File: src/rtl/cmd_master_pkg.sv
// rtl/cmd_master_pkg.sv - Command encodings, FSM states and control-register addresses for cmd_master
package cmd_master_pkg;

   typedef enum logic [1:0] {
      CMD_IDLE = 2'b00,
      CMD_RD   = 2'b01,
      CMD_WR   = 2'b10
   } cmd_e;

   typedef enum logic [2:0] {
      ST_BOOT,
      ST_IDLE,
      ST_ISSUE,
      ST_WAIT,
      ST_RESP
   } state_e;

   localparam logic [5:0] SLV0_CTRL_ADDR = 6'h00;
   localparam logic [5:0] SLV1_CTRL_ADDR = 6'h04;
   localparam logic [5:0] SLV2_CTRL_ADDR = 6'h08;

endpackage

File: src/rtl/cmd_master.sv
// rtl/cmd_master.sv - Register-bus initiator with one-cycle command issue; boot replay under CMD_MASTER_BOOT_EN
module cmd_master
   import cmd_master_pkg::*;
#(
   parameter int unsigned RD_LAT    = 1,
   parameter logic [31:0] BOOT_CFG0 = 32'h0000_0001,
   parameter logic [31:0] BOOT_CFG1 = 32'h0000_0013,
   parameter logic [31:0] BOOT_CFG2 = 32'h0000_001F
) (
   input  logic        clk_i,
   input  logic        rstn_i,
   input  logic        req_valid_i,
   output logic        req_ready_o,
   input  logic        req_wr_i,
   input  logic [5:0]  req_addr_i,
   input  logic [31:0] req_wdata_i,
   output logic        rsp_valid_o,
   input  logic        rsp_ready_i,
   output logic [31:0] rsp_rdata_o,
   output logic [1:0]  cmd_o,
   output logic [5:0]  cmd_addr_o,
   output logic [31:0] cmd_data_o,
   input  logic [31:0] cmd_data_i
);

   // WAIT lasts RD_LAT cycles; the counter is loaded with RD_LAT-1 and data is taken at zero
   localparam logic [1:0] LAT_M1 = (RD_LAT > 0) ? 2'(RD_LAT - 1) : 2'd0;

`ifdef CMD_MASTER_BOOT_EN
   localparam state_e RESET_STATE = ST_BOOT;
   // Entry 3 is a spacer slot so req_ready_o rises only after the third write has left the bus
   localparam logic [5:0]  BOOT_ADDR [4] = '{SLV0_CTRL_ADDR, SLV1_CTRL_ADDR, SLV2_CTRL_ADDR, 6'h00};
   localparam logic [31:0] BOOT_DATA [4] = '{BOOT_CFG0, BOOT_CFG1, BOOT_CFG2, 32'h0};
   logic [1:0] boot_idx_q, boot_idx_d;
`else
   localparam state_e RESET_STATE = ST_IDLE;
`endif

   state_e      state_q, state_d;
   logic [1:0]  cnt_q, cnt_d;
   logic        req_ready_d, rsp_valid_d;
   logic [31:0] rsp_rdata_d;
   cmd_e        cmd_d;
   logic [5:0]  cmd_addr_d;
   logic [31:0] cmd_data_d;

   // State and registered outputs; reset discards any in-flight request or response
   always_ff @(posedge clk_i) begin
      if (!rstn_i) begin
         state_q     <= RESET_STATE;
         cnt_q       <= '0;
         req_ready_o <= 1'b0;
         rsp_valid_o <= 1'b0;
         rsp_rdata_o <= '0;
         cmd_o       <= CMD_IDLE;
         cmd_addr_o  <= '0;
         cmd_data_o  <= '0;
`ifdef CMD_MASTER_BOOT_EN
         boot_idx_q  <= '0;
`endif
      end else begin
         state_q     <= state_d;
         cnt_q       <= cnt_d;
         req_ready_o <= req_ready_d;
         rsp_valid_o <= rsp_valid_d;
         rsp_rdata_o <= rsp_rdata_d;
         cmd_o       <= cmd_d;
         cmd_addr_o  <= cmd_addr_d;
         cmd_data_o  <= cmd_data_d;
`ifdef CMD_MASTER_BOOT_EN
         boot_idx_q  <= boot_idx_d;
`endif
      end
   end

   // Next state and next output values; the command bus is idle unless a command is launched
   always_comb begin
      state_d     = state_q;
      cnt_d       = cnt_q;
      req_ready_d = 1'b0;
      rsp_valid_d = 1'b0;
      rsp_rdata_d = rsp_rdata_o;
      cmd_d       = CMD_IDLE;
      cmd_addr_d  = '0;
      cmd_data_d  = '0;
`ifdef CMD_MASTER_BOOT_EN
      boot_idx_d  = boot_idx_q;
`endif
      case (state_q)
         ST_BOOT: begin
`ifdef CMD_MASTER_BOOT_EN
            if (boot_idx_q == 2'd3) begin
               state_d     = ST_IDLE;
               req_ready_d = 1'b1;
            end else begin
               cmd_d      = CMD_WR;
               cmd_addr_d = BOOT_ADDR[boot_idx_q];
               cmd_data_d = BOOT_DATA[boot_idx_q];
               boot_idx_d = boot_idx_q + 2'd1;
            end
`else
            state_d     = ST_IDLE;
            req_ready_d = 1'b1;
`endif
         end
         ST_IDLE: begin
            if (req_valid_i && req_ready_o) begin
               state_d    = ST_ISSUE;
               cmd_d      = req_wr_i ? CMD_WR : CMD_RD;
               cmd_addr_d = req_addr_i;
               cmd_data_d = req_wr_i ? req_wdata_i : 32'h0;
            end else begin
               req_ready_d = 1'b1;
            end
         end
         ST_ISSUE: begin
            if (cmd_o == CMD_WR) begin
               state_d     = ST_IDLE;
               req_ready_d = 1'b1;
            end else if (RD_LAT == 0) begin
               state_d     = ST_RESP;
               rsp_valid_d = 1'b1;
               rsp_rdata_d = cmd_data_i;
            end else begin
               state_d = ST_WAIT;
               cnt_d   = LAT_M1;
            end
         end
         ST_WAIT: begin
            if (cnt_q == 2'd0) begin
               state_d     = ST_RESP;
               rsp_valid_d = 1'b1;
               rsp_rdata_d = cmd_data_i;
            end else begin
               cnt_d = cnt_q - 2'd1;
            end
         end
         ST_RESP: begin
            if (rsp_ready_i) begin
               state_d     = ST_IDLE;
               req_ready_d = 1'b1;
            end else begin
               rsp_valid_d = 1'b1;
            end
         end
         default: begin
            state_d = RESET_STATE;
         end
      endcase
   end

endmodule

File: config.mk
export PLATFORM = sky130hd
export DESIGN_NAME = cmd_master
export DESIGN_NICKNAME = d
export VERILOG_FILES = /design/src/rtl/cmd_master_pkg.sv /design/src/rtl/cmd_master.sv
export SDC_FILE = /design/constraint.sdc
export NUM_CORES = 1
export LEC_CHECK = 0
export BUFFER_PORTS_ARGS = -buffer_cell sky130_fd_sc_hd__buf_2
export CAP_MARGIN = 15
export CORE_MARGIN = 2
export CORE_UTILIZATION = 43
export CTS_CLUSTER_SIZE = 12
export DETAILED_ROUTE_END_ITERATION = 12
export GPL_TIMING_DRIVEN = 1
export PLACE_DENSITY_LB_ADDON = 0.08
export SLEW_MARGIN = 15
export SYNTH_ARGS = -nofsm -noshare
export SYNTH_HDL_FRONTEND = slang
export SYNTH_SLANG_ARGS = --single-unit
File: constraint.sdc
create_clock -name clk_i -period 1.9 [get_ports clk_i]
set_clock_uncertainty 0.1 [all_clocks]
set_input_delay 0.38 -clock clk_i [delete_from_list [all_inputs] [get_ports clk_i]]
set_output_delay 0.38 -clock clk_i [all_outputs]
set_load 0.02 [all_outputs]
==> results.md, run 1 <==
- Crit path DAT: 1.67 ns
- Final antenna-violating net count: 0
- Asr flop ratio synth: 0%
- Starting DRT DRC Count: 99
- Die height: 82.28 um
- Design area: 3621 um2
- Row count: 28
- Syn_area_per_cell: 9.906 um2
- Nets: 486
- Starting Density: 44.51%
- WL final: 5.505 mm
- Netlist cell types: 31
- # diodes: 0
- CTS max path bufs: 2
- Sum of negative setup slack: 0 ns
- CP top delay family: flip-flops
- Synth Instances: 266
- Total gr overflow: 0
- Slew Viols, Final: 0
- Post-synth EDFFs: 0
- Die span in x: 82.28 um
- TritonRoute pass-1 iters: 3
- H-tree Lvls: 3
- Quantity of I/O buffers inserted on ports: 148
- Crit end category: flip-flop
- Placer's final routability congestion estimate: 0.7595
- Max incr delay on CP: 0.54 ns
- Cell taking the most area after synthesis: dfxtp_1
- Power per cell area: 934.7 nW/um2
- Top cell type's share of synthesized area: 60.02%
- Post-DR wirelength/cell: 11.26 um
- Slowest-stage cell, CP: dfxtp_1
- Detail Placement HPWL: 3.945 mm
- CTS Hold Buffers Added: 0
- Crit path launch type: flip-flop
- Register area share after synthesis: 60.02%
- Most common cell in the netlist: dfxtp_1
- Mapped Area: 2635 um2
- Setup-failing EPs final: 0
- Core area: 5921 um2
- Synth warnings: 0
- Fin util: 61.16%
- Tcrit/Tclk final: 78.77%
- Placed Area: 3410 um2
- Syn nets: 342
- DR vias/cell: 4.577
- Number of global-route vias before repair: 1850
- LEAKAGE: 1.805 nW
- Worst path bufs/invs: 1
- Ys flop type: dfxtp_1
- Worst Max-Slew Pin Slew: 0.4073 ns
- Clock latency on the worst-skew pair: 0.33 ns
- CP Max Fanout: 33
- Die ar.: 6770 um2
- Hold/Removal Path Class: in2reg
- Setup CP Type: reg2reg
- Final min period: 1.497 ns
- Most frequent cells after synthesis: 79 x dfxtp_1, 39 x and2_1, 35 x nand2_1, 33 x nand3_1, 33 x o21ai_0
- Area grow syn2layout: 37.42%
- CTS clock-pin slew for the worst setup and hold paths: 0.08 ns
- Vias: 2238
- # resized after CTS: 0
- Slew headroom: 72.81%
- Antenna violations before repair: 0
- Final Hold Fails: 0
- MaxCap Viol Count: 0
- TritonCTS clock tree: yes
- # IOs: 149
- Share of layout cells above drive strength 1: 41.30%
- CP required: 2.07 ns
- Peak Freq: 0.6682 GHz
- #FFs+latches synth: 79
- First-pass GRT wire length: 7.983 mm
- Setup Fix Bufs, Post-CTS: 0
- Unrepaired setup endpoints after global routing: false
- Synth top area cells: dfxtp_1 60%, and2_1 9.3%, nand3_1 6.3%, o21ai_0 6.3%, nand2_1 5.0%
- Clock Sinks: 79
- CTS Buf Count: 9
- CP Cell Sequence: nand2b_4, nor4_4, buf_4, and2_1
- GRT Overall Usage: 15.71%
- Outcome: completed
- Clock root buffer: clkbuf_8
- # DRC: 0
- Largest net degree at the start of global routing: 71
- Max VDD drop: 0.5269 mV
sequential cells by signal, indices dropped and copies added (netlist names):
register / flops
req_ready_o: 1
rsp_rdata_o: 32
cmd_data_o: 32
cmd_o: 2
cmd_addr_o: 6
state_q: 3
cnt_q: 2
rsp_valid_o: 1
worst paths after layout:
kind | cells past startpoint | endpoint | from | slack [ns]
max | 4 | cmd_data_o[12] | state_q[0] | 0.40
min | 2 | cmd_addr_o[1] | req_addr_i[1] | 0.14
max reg2reg | 4 | cmd_data_o[12] | state_q[0] | 0.40
min reg2reg | 1 | cnt_q[0] | cnt_q[0] | 0.36
cell usage in the layout, fill, tap and decap left out, types with 2 or more instances in the layout:
cell type,instances
buf_4,3
a21oi_1,2
and4b_1,2
nand3_1,33
clkbuf_8,10
nor3b_1,2
bufinv_16,2
buf_2,148
nand2_1,35
o21ai_0,33
and2_1,39
inv_1,3
buf_12,2
clkinv_2,2
dfxtp_1,79
nand4b_1,2
logic make-up after synthesis:
group / after synthesis / synth area share (%)
buffers and inverters: 23 / 5.081
and+or+nand+nor: 122 / 25.93
DFF: 79 / 60.02
adders and majority gates: 1 / 0.4748
AOI/OAI and AO/OA: 41 / 8.500
layout make-up:
cell class                      count  area [um2]
Fill cell                         547        2300
Sequential cell                    79        1582
Multi-Input combinational cell    164       919.6
Timing Repair Buffer              153       803.3
Clock buffer                       11       141.4
Tap cell                           75       93.84
Clock inverter                      4       70.07
Inverter                            3       11.26
through the flow:
| stage | power [W] | std cells | hold WS [ns] | setup WS, ns |
|---|---|---|---|---|
| after floorplan | 0.001972 | 266 | 0.3167 | 0.5032 |
| after global placement | 0.002105 | 474 | 0.3290 | 0.4513 |
| after detailed placement | 0.002110 | 474 | 0.3434 | 0.3874 |
| after CTS | 0.003423 | 489 | 0.1239 | 0.3742 |
| after global routing | 0.003545 | 489 | 0.1109 | 0.2822 |
| final | 0.003384 | 489 | 0.1398 | 0.4034 |
power breakdown:
part           internal, W  switching [W]  total [W]  leakage [nW]
sequential         0.00171      0.0000324    0.00174         0.639
clock             0.000765       0.000551    0.00132         0.109
combinational     0.000141       0.000185   0.000326          1.06
per-layer routing:
metal | global-route usage [%] | part of all wire, %
met4 | 8.333 | 2.1
met1 | 18.19 | 44
met5 | 0 | 0
met3 | 6.087 | 9.1
met2 | 25.00 | 45
Note: power is estimated with default switching activity, not from simulation.
==> run 2: changes to the inputs <==
--- a/config.mk
+++ b/config.mk
@@ -5,10 +5,11 @@
 export SDC_FILE = /design/constraint.sdc
 export NUM_CORES = 1
 export LEC_CHECK = 0
+export ABC_AREA = 1
 export BUFFER_PORTS_ARGS = -buffer_cell sky130_fd_sc_hd__buf_2
 export CAP_MARGIN = 15
 export CORE_MARGIN = 2
-export CORE_UTILIZATION = 43
+export CORE_UTILIZATION = 39
 export CTS_CLUSTER_SIZE = 12
 export DETAILED_ROUTE_END_ITERATION = 12
 export GPL_TIMING_DRIVEN = 1
==> constraint.sdc (replaced) <==
create_clock -name clk_i -period 1.2 [get_ports clk_i]
set_clock_uncertainty 0.1 [all_clocks]
set_input_delay 0.24 -clock clk_i [delete_from_list [all_inputs] [get_ports clk_i]]
set_output_delay 0.24 -clock clk_i [all_outputs]
set_load 0.02 [all_outputs]
==> results.md, run 2 <==
- Clock latency on the worst-skew pair: 0.34 ns (was 0.33 ns)
- Synth warnings: 0 (unchanged)
- DP Worst Slack: -0.1230 ns (was 0.3874 ns)
- Grt met3 use: 7.393% (was 6.087%)
- Hold/Removal Path Class: in2reg (unchanged)
- Most frequent cells after synthesis: 79 x dfxtp_1, 47 x inv_1, 44 x nor2_1, 42 x nand2_1, 38 x a21oi_1 (was 79 x dfxtp_1, 39 x and2_1, 35 x nand2_1, 33 x nand3_1, 33 x o21ai_0)
- Fin util: 67.81% (was 61.16%)
- Synth top area cells: dfxtp_1 59%, a21oi_1 7.1%, nand3_1 6.7%, inv_1 6.5%, nor2_1 6.1% (was dfxtp_1 60%, and2_1 9.3%, nand3_1 6.3%, o21ai_0 6.3%, nand2_1 5.0%)
- Clock Sinks: 79 (unchanged)
- CTS clock-pin slew for the worst setup and hold paths: 0.08 ns (about the same)
- CP Max Fanout: 5 (was 33)
- Synth Area in Compound Gates: 7.571% (was 8.500%)
- CP required: 1.36 ns (was 2.07 ns)
- CP Cell Sequence: inv_4, nor2_8, buf_2, nand3_1, a21oi_1 (was nand2b_4, nor4_4, buf_4, and2_1)
- Commonest non-fill, non-tap cell in the layout: buf_2 (unchanged)
- # fillers: 566 (was 547)
- Crit end category: flip-flop (unchanged)
- Slowest-stage cell, CP: dfxtp_4 (was dfxtp_1)
- Syn_area_per_cell: 8.525 um2 (was 9.906 um2)
- Synth Instances: 316 (was 266)
- DR vias/cell: 4.502 (was 4.577)
- Unrepaired setup endpoints after global routing: true (was false)
- MaxCap Viol Count: 0 (unchanged)
- Design area: 4582 um2 (was 3621 um2)
- Core area: 6756 um2 (was 5921 um2)
- Netlist cell types: 22 (was 31)
- Post-Synth Adder-Cell Area: 0.4645% (was 0.4748%)
- Power per cell area: 1753 nW/um2 (was 934.7 nW/um2)
- Placer's final routability congestion estimate: 0.7624 (was 0.7595)
- Most common cell in the netlist: dfxtp_1 (unchanged)
- Crit path DAT: 1.42 ns (was 1.67 ns)
- R2r startpoint: state_q[1] (was state_q[0])
- Final antenna-violating net count: 0 (unchanged)
- Slew Viols, Final: 0 (unchanged)
- GRT Overall Usage: 17.94% (was 15.71%)
- Post-DR wirelength/cell: 11.86 um (was 11.26 um)
- Largest family of logic cells by synthesized area: simple AND/OR/NAND/NOR gates (unchanged)
- Starting DRT DRC Count: 58 (was 99)
- Outcome: complete, but fails checks (was completed)
- Setup-failing EPs final: 34 (was 0)
- Mux cell area share after synthesis: 0% (unchanged)
- Vias: 2719 (was 2238)
- Crit path launch type: flip-flop (unchanged)
- Nets: 595 (was 486)
- Worst path bufs/invs: 2 (was 1)
- Clock root buffer: clkbuf_8 (unchanged)
- Cell Count, Final, Fillers Out: 604 (was 489)
- # IOs: 149 (unchanged)
- CTS Buf Count: 9 (unchanged)
- Commonest cells after routing, fill and taps aside: 102 x buf_2, 52 x buf_4, 49 x dfxtp_1, 44 x inv_1, 38 x nand2_1 (was 148 x buf_2, 79 x dfxtp_1, 39 x and2_1, 35 x nand2_1)
- LEAKAGE: 2.273 nW (was 1.805 nW)
- Cell taking the most area after synthesis: dfxtp_1 (unchanged)
- Xor/xnor cell area share of the yosys netlist: 0% (unchanged)
- Share of layout cells above drive strength 1: 49.43% (was 41.30%)
- Area grow syn2layout: 70.09% (was 37.42%)
- Antenna violations before repair: 0 (unchanged)
- Number of global-route vias before repair: 2432 (was 1850)
- Setup CP Type: reg2reg (unchanged)
- Largest regs: cmd_data_o: 32 flops, rsp_rdata_o: 32 flops, cmd_addr_o: 6 flops (unchanged)
- Register area share after synthesis: 58.71% (was 60.02%)
- Final Hold Fails: 0 (unchanged)
- Post-synth EDFFs: 0 (unchanged)
- CP top delay family: flip-flops (unchanged)
- Crit. Startpoint: state_q[1] (was state_q[0])
- Tcrit/Tclk final: 105.0% (was 78.77%)
- Failing checks: setup timing
- Post-route setup slack: -0.05967 ns (was 0.4034 ns)
- Total gr overflow: 0 (unchanged)
- Die ar.: 7588 um2 (was 6770 um2)
- Detail Placement HPWL: 4.495 mm (was 3.945 mm)
- Sum of negative setup slack: -0.8473 ns (was 0 ns)
- Peak Freq: 0.7939 GHz (was 0.6682 GHz)
- Max incr delay on CP: 0.40 ns (was 0.54 ns)
- WL final: 7.162 mm (was 5.505 mm)
- H-tree Lvls: 3 (unchanged)
- GRT Max-Usage Layer: met2 (unchanged)
- Die span in x: 87.11 um (was 82.28 um)
- Met2 GRT Util: 29.29% (was 25.00%)
- Dpl cells: 548 (was 474)
- First-pass GRT wire length: 10.67 mm (was 7.983 mm)
- Worst Max-Slew Pin Slew: 0.2464 ns (was 0.4073 ns)
- Die height: 87.11 um (was 82.28 um)
- TritonRoute pass-1 iters: 4 (was 3)
- Largest net degree at the start of global routing: 26 (was 71)
- Final min period: 1.260 ns (was 1.497 ns)
- Top cell type's share of synthesized area: 58.71% (was 60.02%)
- Ys flop type: dfxtp_1 (unchanged)
- Worst Hold Launch: req_wdata_i[5] (was req_addr_i[1])
- Simple-gate share of the synthesized area: 22.20% (was 25.93%)
- Mapped Area: 2694 um2 (was 2635 um2)
- Row count: 30 (was 28)
- Slew headroom: 83.51% (was 72.81%)
- TritonCTS clock tree: yes (unchanged)
- Met1 Use GR: 20.76% (was 18.19%)
- Quantity of I/O buffers inserted on ports: 148 (unchanged)
- Syn nets: 392 (was 342)
- CTS max path bufs: 2 (unchanged)
- #FFs+latches synth: 79 (unchanged)
- Max VDD drop: 0.7548 mV (was 0.5269 mV)
- # diodes: 0 (unchanged)
- Placed Area: 3689 um2 (was 3410 um2)
- Asr flop ratio synth: 0% (unchanged)
- # DRC: 0 (unchanged)
- Starting Density: 39.87% (was 44.51%)
run 2: cell count changes after synthesis, moves of 5 or more:
cell / before / now
a21oi_1: 2 / 38
o21ai_0: 33 / 1
nand2_1: 35 / 42
nor2_1: 0 / 44
and2_1: 39 / 0
inv_1: 3 / 47
clkbuf_1: 7 / 2
run 2: metal layers:
| metal | up-vias | share of wire, % |
|---|---|---|
| met2 | 98 | 49 |
| met5 | - | 0 |
| met4 | 0 | 1.5 |
| li1 | 1386 | - |
| met1 | 1224 | 41 |
| met3 | 11 | 8.5 |
run 2: kinds of logic after synthesis:
logic type,after synthesis
DFF,79
adders and majority gates,1
AOI/OAI and AO/OA,40
and+or+nand+nor,131
buffers and inverters,65
run 2: worst paths after layout:
kind                                         to  slack, ns  cells past startpoint
worst max-delay path            rsp_rdata_o[18]      -0.06                      5
worst min register to register   rsp_rdata_o[7]       0.36                      2
worst min-delay path              cmd_data_o[5]       0.03                      3
worst max register to register  rsp_rdata_o[18]      -0.06                      5
run 2: where the power goes:
part / internal [W] / total (W) / leakage (nW) / switching (W)
Sequential: 0.00300 / 0.00320 / 0.654 / 0.000199
Clock: 0.000857 / 0.00181 / 0.0873 / 0.000957
Combinational: 0.00141 / 0.00302 / 1.53 / 0.00161
Total: 0.00527 / 0.00803 / 2.27 / 0.00277
run 2: layout make-up:
| type | instances | area (um2) | share of cell area, % |
|---|---|---|---|
| timing repair buffer | 208 | 1536 | 33.53 |
| inverter | 49 | 186.4 | 4.069 |
| clock inverter | 5 | 32.53 | 0.7100 |
| sequential | 79 | 1622 | 35.39 |
| tap | 80 | 100.1 | 2.185 |
| multi-input combinational | 172 | 953.4 | 20.81 |
| clock buffer | 11 | 151.4 | 3.304 |
run 2: timing repair:
item                       CTS  global route
hold endpoints to repair    37             0
resized for setup           25            97
cloned                       0             1
pin swaps                    7             2
hold buffers                37             0
setup buffers                0             2
setup endpoints to repair   47           122
run 2: per-stage QoR:
| stage | power [W] | hold slack [ns] |
|---|---|---|
| 2_1_floorplan | 0.004831 | 0.2124 |
| 3_3_place_gp | 0.005697 | 0.3297 |
| 3_5_place_dp | 0.005717 | 0.3314 |
| 4_1_cts | 0.007718 | 0.003780 |
| 5_1_grt | 0.008501 | 0.02016 |
| 6_report | 0.008034 | 0.03013 |
run 2: tightest hold or removal path, stage by stage:
cell	delay [ns]
buf_2	0.08
inv_1	0.04
nor2_2	0.08
